===== src/rtl/emergency_pkg.sv =====
// Shared types and constants for the emergency subsystem: alarm FSM states,
// source priority indices and default timing.
package emergency_pkg;

  typedef enum logic [1:0] {
    IDLE     = 2'd0,
    ALARM    = 2'd1,
    SILENCED = 2'd2
  } alarm_state_t;

  localparam int SRC_SMOKE     = 0;
  localparam int SRC_PANIC     = 1;
  localparam int SRC_GAS       = 2;
  localparam int SRC_INTRUSION = 3;

  localparam int N_SRC_DEF         = 4;
  localparam int TICK_DIV_DEF      = 5_000_000;
  localparam int SILENCE_TICKS_DEF = 300;

endpackage


===== src/rtl/alarm_arbiter_if.sv =====
// Request/button inputs and buzzer/LED outputs of the alarm arbiter.
interface alarm_arbiter_if #(
  parameter int N_SRC = 4
) ();
  localparam int SRC_W = (N_SRC > 1) ? $clog2(N_SRC) : 1;

  logic [N_SRC-1:0] src_req;
  logic             btn_silence;
  logic             btn_clear;
  logic             buzzer;
  logic             led_alert;
  logic             alarm_active;
  logic [SRC_W-1:0] active_src;

  modport master (
    output src_req, btn_silence, btn_clear,
    input  buzzer, led_alert, alarm_active, active_src
  );

  modport slave (
    input  src_req, btn_silence, btn_clear,
    output buzzer, led_alert, alarm_active, active_src
  );
endinterface


===== src/rtl/alarm_tick_gen.sv =====
// Free-running prescaler; tick is high for the one cycle in which the count
// wraps from TICK_DIV-1 back to 0.
module alarm_tick_gen
  import emergency_pkg::*;
#(
  parameter int TICK_DIV = TICK_DIV_DEF
) (
  input  logic clk,
  input  logic reset,
  output logic tick
);
  localparam int CNT_W = (TICK_DIV > 1) ? $clog2(TICK_DIV) : 1;

  logic [CNT_W-1:0] cnt_q, cnt_d;

  always_comb begin
    tick  = (cnt_q == CNT_W'(TICK_DIV - 1));
    cnt_d = tick ? '0 : cnt_q + 1'b1;
  end

  always_ff @(posedge clk or posedge reset) begin
    if (reset) cnt_q <= '0;
    else       cnt_q <= cnt_d;
  end
endmodule


===== src/rtl/alarm_arbiter.sv =====
// Arbitrates the shared active-low buzzer and alert LED between latched alarm
// sources, with per-source cadence, timed silence and clear.
module alarm_arbiter
  import emergency_pkg::*;
#(
  parameter int N_SRC         = N_SRC_DEF,
  parameter int TICK_DIV      = TICK_DIV_DEF,
  parameter int SILENCE_TICKS = SILENCE_TICKS_DEF
) (
  input  logic           clk,
  input  logic           reset,
  alarm_arbiter_if.slave bus
);
  localparam int SRC_W = (N_SRC > 1) ? $clog2(N_SRC) : 1;
  localparam int SIL_W = $clog2(SILENCE_TICKS + 1);

  logic                 tick;
  logic [N_SRC-1:0]     src_prev_q, pending_q, pending_d, rise_src;
  logic                 sil_prev_q, clr_prev_q, sil_rise, clr_rise, preempt;
  alarm_state_t         state_q, state_d;
  logic [SRC_W-1:0]     owner_q, owner_d;
  logic [2:0]           phase_q, phase_d;
  logic [SIL_W-1:0]     sil_cnt_q, sil_cnt_d;
  logic                 buzzer_q, buzzer_d, led_q, led_d, active_q, active_d;
  logic [SRC_W-1:0]     active_src_q, active_src_d;
  logic                 buz_on;
  int                   owner_i;

  alarm_tick_gen #(.TICK_DIV(TICK_DIV)) u_tick (
    .clk   (clk),
    .reset (reset),
    .tick  (tick)
  );

  // Clear masks first so a same-cycle new edge is never lost.
  always_comb begin
    rise_src  = bus.src_req & ~src_prev_q;
    sil_rise  = bus.btn_silence & ~sil_prev_q;
    clr_rise  = bus.btn_clear & ~clr_prev_q;
    pending_d = (clr_rise ? (pending_q & bus.src_req) : pending_q) | rise_src;
    owner_d   = '0;
    for (int i = N_SRC - 1; i >= 0; i--) begin
      if (pending_d[i]) owner_d = SRC_W'(i);
    end
    preempt = 1'b0;
    for (int i = 0; i < N_SRC; i++) begin
      if (rise_src[i] && (SRC_W'(i) < owner_q)) preempt = 1'b1;
    end
  end

  always_comb begin
    state_d   = state_q;
    sil_cnt_d = sil_cnt_q;
    if (pending_d == '0) begin
      state_d   = IDLE;
      sil_cnt_d = '0;
    end else begin
      case (state_q)
        IDLE:  state_d = ALARM;
        ALARM: begin
          if (sil_rise) begin
            state_d   = SILENCED;
            sil_cnt_d = SIL_W'(SILENCE_TICKS);
          end
        end
        SILENCED: begin
          if (preempt) begin
            state_d = ALARM;
          end else if (tick) begin
            if (sil_cnt_q <= SIL_W'(1)) begin
              state_d   = ALARM;
              sil_cnt_d = '0;
            end else begin
              sil_cnt_d = sil_cnt_q - 1'b1;
            end
          end
        end
        default: state_d = IDLE;
      endcase
    end

    phase_d = phase_q;
    if (state_d == IDLE) phase_d = '0;
    else if ((owner_d != owner_q) || (state_d == ALARM && state_q != ALARM)) phase_d = '0;
    else if (tick) phase_d = phase_q + 3'd1;
  end

  // Outputs are decoded from the registered state, so they trail it by a cycle.
  always_comb begin
    owner_i = int'(owner_q);
    buz_on  = 1'b0;
    if (state_q == ALARM) begin
      if (owner_i == 0)      buz_on = 1'b1;
      else if (owner_i == 1) buz_on = ~phase_q[0];
      else if (owner_i == 2) buz_on = (phase_q < 3'd4);
      else                   buz_on = (phase_q == 3'd0);
    end
    buzzer_d     = ~buz_on;
    led_d        = ~((state_q != IDLE) && !phase_q[1]);
    active_d     = (state_q != IDLE);
    active_src_d = owner_q;
  end

  always_ff @(posedge clk or posedge reset) begin
    if (reset) begin
      src_prev_q   <= '0;
      sil_prev_q   <= 1'b0;
      clr_prev_q   <= 1'b0;
      pending_q    <= '0;
      state_q      <= IDLE;
      owner_q      <= '0;
      phase_q      <= '0;
      sil_cnt_q    <= '0;
      buzzer_q     <= 1'b1;
      led_q        <= 1'b1;
      active_q     <= 1'b0;
      active_src_q <= '0;
    end else begin
      src_prev_q   <= bus.src_req;
      sil_prev_q   <= bus.btn_silence;
      clr_prev_q   <= bus.btn_clear;
      pending_q    <= pending_d;
      state_q      <= state_d;
      owner_q      <= owner_d;
      phase_q      <= phase_d;
      sil_cnt_q    <= sil_cnt_d;
      buzzer_q     <= buzzer_d;
      led_q        <= led_d;
      active_q     <= active_d;
      active_src_q <= active_src_d;
    end
  end

  assign bus.buzzer       = buzzer_q;
  assign bus.led_alert    = led_q;
  assign bus.alarm_active = active_q;
  assign bus.active_src   = active_src_q;
endmodule


===== src/flat_wrapper.sv =====
// flat-port wrapper written by rule: the top's interface ports become plain ports
module alarm_arbiter_flat import emergency_pkg::*;
#(
  parameter int N_SRC         = N_SRC_DEF,
  parameter int TICK_DIV      = TICK_DIV_DEF,
  parameter int SILENCE_TICKS = SILENCE_TICKS_DEF
)
  (clk, reset, bus_src_req, bus_btn_silence, bus_btn_clear, bus_buzzer, bus_led_alert, bus_alarm_active, bus_active_src);
  alarm_arbiter_if #(.N_SRC(N_SRC)) bus_i ();
  input  logic clk;
  input  logic reset;
  input wire logic [$bits(bus_i.src_req)-1:0] bus_src_req;
  input wire logic [$bits(bus_i.btn_silence)-1:0] bus_btn_silence;
  input wire logic [$bits(bus_i.btn_clear)-1:0] bus_btn_clear;
  output wire logic [$bits(bus_i.buzzer)-1:0] bus_buzzer;
  output wire logic [$bits(bus_i.led_alert)-1:0] bus_led_alert;
  output wire logic [$bits(bus_i.alarm_active)-1:0] bus_alarm_active;
  output wire logic [$bits(bus_i.active_src)-1:0] bus_active_src;
  assign bus_i.src_req = bus_src_req;
  assign bus_i.btn_silence = bus_btn_silence;
  assign bus_i.btn_clear = bus_btn_clear;
  assign bus_buzzer = bus_i.buzzer;
  assign bus_led_alert = bus_i.led_alert;
  assign bus_alarm_active = bus_i.alarm_active;
  assign bus_active_src = bus_i.active_src;
  alarm_arbiter #(.N_SRC(N_SRC), .TICK_DIV(TICK_DIV), .SILENCE_TICKS(SILENCE_TICKS)) u_core (.clk(clk), .reset(reset), .bus(bus_i));
endmodule

===== config.mk =====
export PLATFORM = sky130hd
export DESIGN_NAME = alarm_arbiter_flat
export DESIGN_NICKNAME = d
export VERILOG_FILES = /design/src/rtl/emergency_pkg.sv /design/src/rtl/alarm_arbiter_if.sv /design/src/rtl/alarm_tick_gen.sv /design/src/rtl/alarm_arbiter.sv /design/src/flat_wrapper.sv
export SDC_FILE = /design/constraint.sdc
export NUM_CORES = 1
export LEC_CHECK = 0
export CAP_MARGIN = 20
export CORE_MARGIN = 2
export CORE_UTILIZATION = 30
export DETAILED_ROUTE_END_ITERATION = 10
export GPL_TIMING_DRIVEN = 0
export PLACE_DENSITY_LB_ADDON = 0.08
export SLEW_MARGIN = 40
export SYNTH_ARGS = -nofsm -noshare
export SYNTH_HDL_FRONTEND = slang
export SYNTH_SLANG_ARGS = --single-unit

===== constraint.sdc =====
create_clock -name clk -period 2.6 [get_ports clk]
set_clock_uncertainty 0.15 [all_clocks]
set_input_delay 0.26 -clock clk [delete_from_list [all_inputs] [get_ports clk]]
set_output_delay 0.26 -clock clk [all_outputs]
set_load 0.05 [all_outputs]

==> flow_metrics.py, run 1 <==
metrics = {
    "synth": {
        "synth_area_leaders": "dfrtp_1, xnor2_1, ha_1",
        "synth_cell_type_count": 59,
        "netlist_instances": 257,
        "ys_seq_elements": 54,
        "async_reset_ff_share_pct": 100.0,
        "synth_top_area_share_pct": 47.19,
        "avgSynthCellArea_um2": 10.73,
        "yosysWarnings": 0,
        "synth-main-ff-cell": "dfrtp_1",
        "yosysSeqAreaShare_pct": 49.09,
        "syn-cell-area_um2": 2758,
        "post-synth-top-area-cell": "dfrtp_1",
        "synth_fp_nets": 274,
        "synth_edf_count": 0,
    },
    "sta": {
        "rsz0062_at_grt": "no",
        "final_max_slew_viol_count": 0,
        "fmax_ghz": 0.4342,
        "hold_viol_final": 0,
        "setup_violations": 0,
        "final.min_clock_period_ns": 2.303,
        "min_period_over_period_pct": 88.58,
        "relSlewSlack_pct": 67.16,
        "fin_hold_ws_ns": 0.09898,
        "tns_ns": 0,
        "tightest_slew_ns": 0.4910,
    },
    "cts": {
        "cts_buffers": 5,
        "cts-htree-levels": 2,
        "clk_pin_slew_ns": 0.11,
        "cts_buffer_depth": 2,
        "root_buffer": "clkbuf_8",
        "cts_sinks": 54,
        "clkLatencyLatePin_ns": 0.32,
        "cts_tree": "done",
    },
    "setup_path": {
        "critPathLaunch": "u_core.sil_cnt_q[6]",
        "endpoint_kind": "register",
        "cp_max_fo": 7,
        "critPathKind": "reg -> reg",
        "cp_data_arrival_time_ns": 2.34,
        "r2r_start": "u_core.sil_cnt_q[6]",
        "critPathLaunchType": "register",
        "worstPathRequired_ns": 2.64,
    },
    "floorplan": {
        "coreArea_um2": 8806,
        "die_area_um2": 9975,
        "num_rows": 34,
        "io_pins": 13,
        "die_y_um": 99.88,
        "start_util_pct": 31.32,
        "die_x_um": 99.88,
    },
    "power": {
        "internal-power_mw": 1.466,
        "pwr_density_cell_nw_per_um2": 749.3,
        "peakVddDrop_v": 0.0003523,
        "power_leakage_nw": 1.339,
        "pwr-share-seq_pct": 44.1,
        "p_sw_mw": 0.8929,
        "switching_share_pct": 37.85,
        "clockPowerShare_pct": 21.3,
        "power_frac_comb_pct": 34.6,
    },
    "detailed_routing": {
        "avgRoutedWirePerCell_um": 14.21,
        "drc": 0,
        "routed_wl_um": 5501,
        "first_pass_iters": 4,
        "vias": 1890,
        "final_antenna_net_count": 0,
        "first_iter_violations": 56,
        "via_per_inst": 4.884,
    },
    "final_layout": {
        "antenna_cells": 0,
        "syn_to_final_growth_pct": 14.16,
        "ff_latch_area_um2": 1354,
        "drive_above_1_share_pct": 14.70,
        "mostFrequentLayoutCell": "dfrtp_1",
        "layout_common_cells": "dfrtp_1, nor2_1, inv_1, nand2_1, xnor2_1",
        "multi_input_area_um2": 1316,
        "nets": 295,
        "fillers": 876,
        "final_area_um2": 3148,
    },
    "place": {
        "dpl_cell_area_um2": 3035,
        "hpwl_um": 3924,
        "place_congestion": 0.7142,
        "portBuffers": 12,
    },
    "status": {
        "outcome": "finished clean",
    },
    "grt": {
        "overflow": 0,
        "grt_pass1_vias": 1851,
        "grt_start_max_net_pins": 31,
        "antenna_found_initial": 0,
        "grt_usage_pct": 11.95,
        "grt_pass1_wl_um": 9439,
    },
    "job": {
        "maxCapViolations": 0,
    },
    "min_path": {
        "hp-class": "in -> async",
    },
}
-- repair_timing --
| action | in CTS | in global routing |
|---|---|---|
| hold buffers | 0 | 0 |
| endpoints found under the setup margin | 0 | 12 |
| resized for setup | 0 | 3 |
| buffers inserted | 0 | 1 |
| endpoints found under the hold margin | 0 | 0 |
-- path summary, 6_finish.rpt --
path	endpoint	slack [ns]	cells after the start
hold reg to reg	u_core.u_tick.cnt_q[0]	0.32	1
setup / recovery	u_core.phase_q[1]	0.30	7
hold / removal	u_core.state_q[0]	0.1	2
max in group asynchronous	u_core.u_tick.cnt_q[21]	1.72	3
setup reg to reg	u_core.phase_q[1]	0.30	7
min in group clk	u_core.sil_prev_q	0.25	1
-- layout make-up --
type	instances	share of cell area [%]
flip-flops and latches	54	43.00
multi-input cells	181	41.81
repair buffers	14	4.690
well taps	108	4.293
clock buffers	5	2.186
inverters	17	2.107
plain buffers	5	1.073
clock inverters	3	0.8347
-- power by group through the flow --
stage	Clock, mW	Sequential (mW)	Combinational [mW]
after floorplan	0	1.14	0.531
after global placement	0	1.06	0.826
after detailed placement	0	1.05	0.821
after CTS	0.529	1.04	0.826
after global routing	0.563	1.05	0.908
final	0.501	1.04	0.817
-- logic make-up (layout without fill, tap and decap cells) --
kind of cell / count (synthesis) / after routing / synth area share (%)
flip-flops: 54 / 54 / 49.09
adder cells (fa/ha/maj): 9 / 9 / 4.084
buffers and inverters: 22 / 44 / 3.494
AO/OA/AOI/OAI: 48 / 48 / 12.75
multiplexers: 2 / 2 / 0.7260
AND/OR/NAND/NOR: 98 / 98 / 22.23
XOR/XNOR: 24 / 24 / 7.622
-- synth_stat cells (3+ instances only) --
library cell / n
xor2_1: 11
and2_1: 4
xnor2_1: 13
nand3_1: 7
dfrtp_1: 52
nand4_1: 9
nor2b_1: 4
o21ai_0: 9
and2b_2: 3
nand2_1: 14
inv_1: 17
a211oi_1: 3
nor2_1: 20
nor3_1: 10
a21oi_1: 9
and3_1: 6
o21ai_2: 3
ha_1: 9
-- metal layers --
metal / wire length [um] / global-route usage (%) / part of all wire, %
met1: 2770 / 16.67 / 50
met2: 2514 / 18.66 / 46
met3: 145 / 2.298 / 2.6
met4: 70 / 4.110 / 1.3
met5: 0 / 0 / 0
-- state kept, by name, summed over array words and instances (netlist names) --
| name | cells |
|---|---|
| u_core.u_tick.cnt_q | 23 |
| u_core.sil_cnt_q | 9 |
| u_core.pending_q | 4 |
| u_core.src_prev_q | 4 |
| u_core.phase_q | 3 |
| u_core.active_src_d | 2 |
| u_core.bus.active_src | 2 |
| u_core.state_q | 2 |
| u_core.bus.alarm_active | 1 |
| u_core.bus.buzzer | 1 |
| u_core.bus.led_alert | 1 |
| u_core.clr_prev_q | 1 |
| u_core.sil_prev_q | 1 |
-- worst max-delay path, cell delays in order, from the launching register on --
cell     delay, ns
dfrtp_1       0.46
nor4_4        0.39
and3_1        0.20
buf_2         0.19
and4_1        0.25
o21ai_0       0.10
a32oi_1       0.32
nor3_1        0.11
-- stage by stage --
step           power (mW)  cells  setup WS (ns)  util [%]
2_1_floorplan       1.668    257         0.5513         -
3_3_place_gp        1.883    377        -0.2774     34.21
3_5_place_dp        1.876    378        -0.2135     34.47
4_1_cts             2.393    386         0.1115     35.55
5_1_grt             2.526    387         0.1008     35.75
6_report            2.359    387         0.2970     35.75
(Power assumes the default switching activity.)
==> run 2, diff against run 1 <==
clock period = 2.16 ns   (was 2.6 ns; I/O delays follow)
==> flow_metrics.py, run 2 (same netlist as run 1, synthesis figures left out) <==
metrics = {
    "sta": {
        "final_max_slew_viol_count": 0,
        "setup_violations": 0,
        "min_period_over_period_pct": 97.47,
        "tightest_slew_ns": 0.4910,
        "rsz0062_at_grt": "yes",
        "hold_viol_final": 0,
        "relSlewSlack_pct": 67.16,
        "fin_hold_ws_ns": 0.05994,
        "final.min_clock_period_ns": 2.105,
        "fmax_ghz": 0.4750,
    },
    "detailed_routing": {
        "avgRoutedWirePerCell_um": 14.32,
        "routed_wl_um": 5872,
        "drc": 0,
        "first_iter_violations": 38,
        "first_pass_iters": 4,
        "final_antenna_net_count": 0,
        "via_per_inst": 4.817,
        "vias": 1975,
    },
    "power": {
        "power_leakage_nw": 1.487,
        "pwr_density_cell_nw_per_um2": 909.6,
        "peakVddDrop_v": 0.0004439,
    },
    "place": {
        "place_congestion": 0.7142,
        "portBuffers": 12,
        "dp_cells": 378,
        "hpwl_um": 3924,
        "dpl_cell_area_um2": 3035,
    },
    "setup_path": {
        "worstPathRequired_ns": 2.23,
        "cp_data_arrival_time_ns": 2.18,
        "endpoint_kind": "register",
        "critPathLaunchType": "register",
        "cp_max_fo": 7,
        "critPathKind": "reg -> reg",
    },
    "floorplan": {
        "io_pins": 13,
        "coreArea_um2": 8806,
        "num_rows": 34,
        "start_util_pct": 31.32,
        "die_y_um": 99.88,
        "die_area_um2": 9975,
        "die_x_um": 99.88,
    },
    "final_layout": {
        "drive_above_1_share_pct": 29.80,
        "nets": 318,
        "top_register": "u_core.u_tick.cnt_q",
        "mostFrequentLayoutCell": "dfrtp_1",
        "layout_common_cells": "dfrtp_1, buf_4, nor2_1, xnor2_1",
        "fin_cells": 410,
        "largestRegisters": "u_core.u_tick.cnt_q (23), u_core.sil_cnt_q (9)",
        "largest_reg_flops": 23,
        "final_area_um2": 3472,
        "antenna_cells": 0,
        "syn_to_final_growth_pct": 25.91,
    },
    "cts": {
        "root_buffer": "clkbuf_8",
        "clkLatencyLatePin_ns": 0.32,
        "cts_tree": "done",
        "cts_sinks": 54,
        "cts_buffer_depth": 2,
        "cts-htree-levels": 2,
        "cts_buffers": 5,
        "clk_pin_slew_ns": 0.11,
        "postCtsHoldBufs": 0,
    },
    "job": {
        "maxCapViolations": 0,
    },
    "grt": {
        "grt_pass1_wl_um": 9680,
        "antenna_found_initial": 0,
        "grt_usage_pct": 12.23,
        "grt_pass1_vias": 1907,
        "grt_start_max_net_pins": 31,
        "overflow": 0,
    },
    "status": {
        "outcome": "finished clean",
    },
    "min_path": {
        "hp-class": "in -> async",
    },
}
## run 2: through the flow
step / total power, mW / utilization, % / TNS [ns] / setup WS, ns
after floorplan: 2.008 / - / 0 / 0.1113
after global placement: 2.267 / 34.21 / -42.43 / -0.6734
after detailed placement: 2.258 / 34.47 / -6.727 / -0.6095
after CTS: 3.063 / 37.06 / 0 / 0.002930
after global routing: 3.367 / 39.43 / -0.1569 / -0.03910
final: 3.158 / 39.43 / 0 / 0.05459
## run 2: what timing repair did
item	in CTS	in global routing
endpoints found under the setup margin	22	22
pin swaps	6	15
gates cloned	0	0
setup buffers	10	14
resized for setup	13	31
## run 2: layer usage
layer / part of all wire (%) / GRT usage [%] / vias up
met5: 0 / 0 / -
met4: 1.3 / 4.110 / 0
met3: 1.8 / 2.298 / 6
met2: 47 / 19.28 / 13
met1: 50 / 16.98 / 964
li1: - / - / 992
## run 2: report_power, final
| part | total, mW | leakage (nW) | internal (mW) | switching, mW |
|---|---|---|---|---|
| registers | 1.24 | 0.675 | 1.15 | 0.0936 |
| clock network | 0.605 | 0.0483 | 0.235 | 0.370 |
| logic | 1.31 | 0.764 | 0.590 | 0.721 |
## run 2: final timing paths
| kind | startpoint | endpoint | slack, ns | cells after the start |
|---|---|---|---|---|
| worst max-delay path | u_core.u_tick.cnt_q[7] | u_core.sil_cnt_q[5] | 0.05 | 8 |
| worst min-delay path | reset | u_core.bus.alarm_active | 0.06 | 2 |
| worst max register to register | u_core.u_tick.cnt_q[7] | u_core.sil_cnt_q[5] | 0.05 | 8 |
| worst min register to register | u_core.u_tick.cnt_q[4] | u_core.u_tick.cnt_q[4] | 0.35 | 1 |
| max in group asynchronous | reset | u_core.u_tick.cnt_q[6] | 1.30 | 3 |
| min in group clk | bus_btn_silence | u_core.sil_prev_q | 0.20 | 1 |
## run 2: critical path: stages, from the launching register on
cell and delay (ns):
dfrtp_1 0.41, nand4bb_4 0.26, nor4_4 0.37, nand4_4 0.19, a21oi_4 0.21, buf_6 0.15
buf_4 0.11, a21bo_2 0.11, a21oi_1 0.05
## run 2: cell type report
class                      instances  area [um2]
fill                             878        5334
tap                              108       135.1
clock buffer                       5       68.82
buffer                             5       48.80
clock inverter                     3       26.28
timing repair buffer              37       324.1
multi-input combinational        181        1441
inverter                          17       70.07
sequential                        54        1358
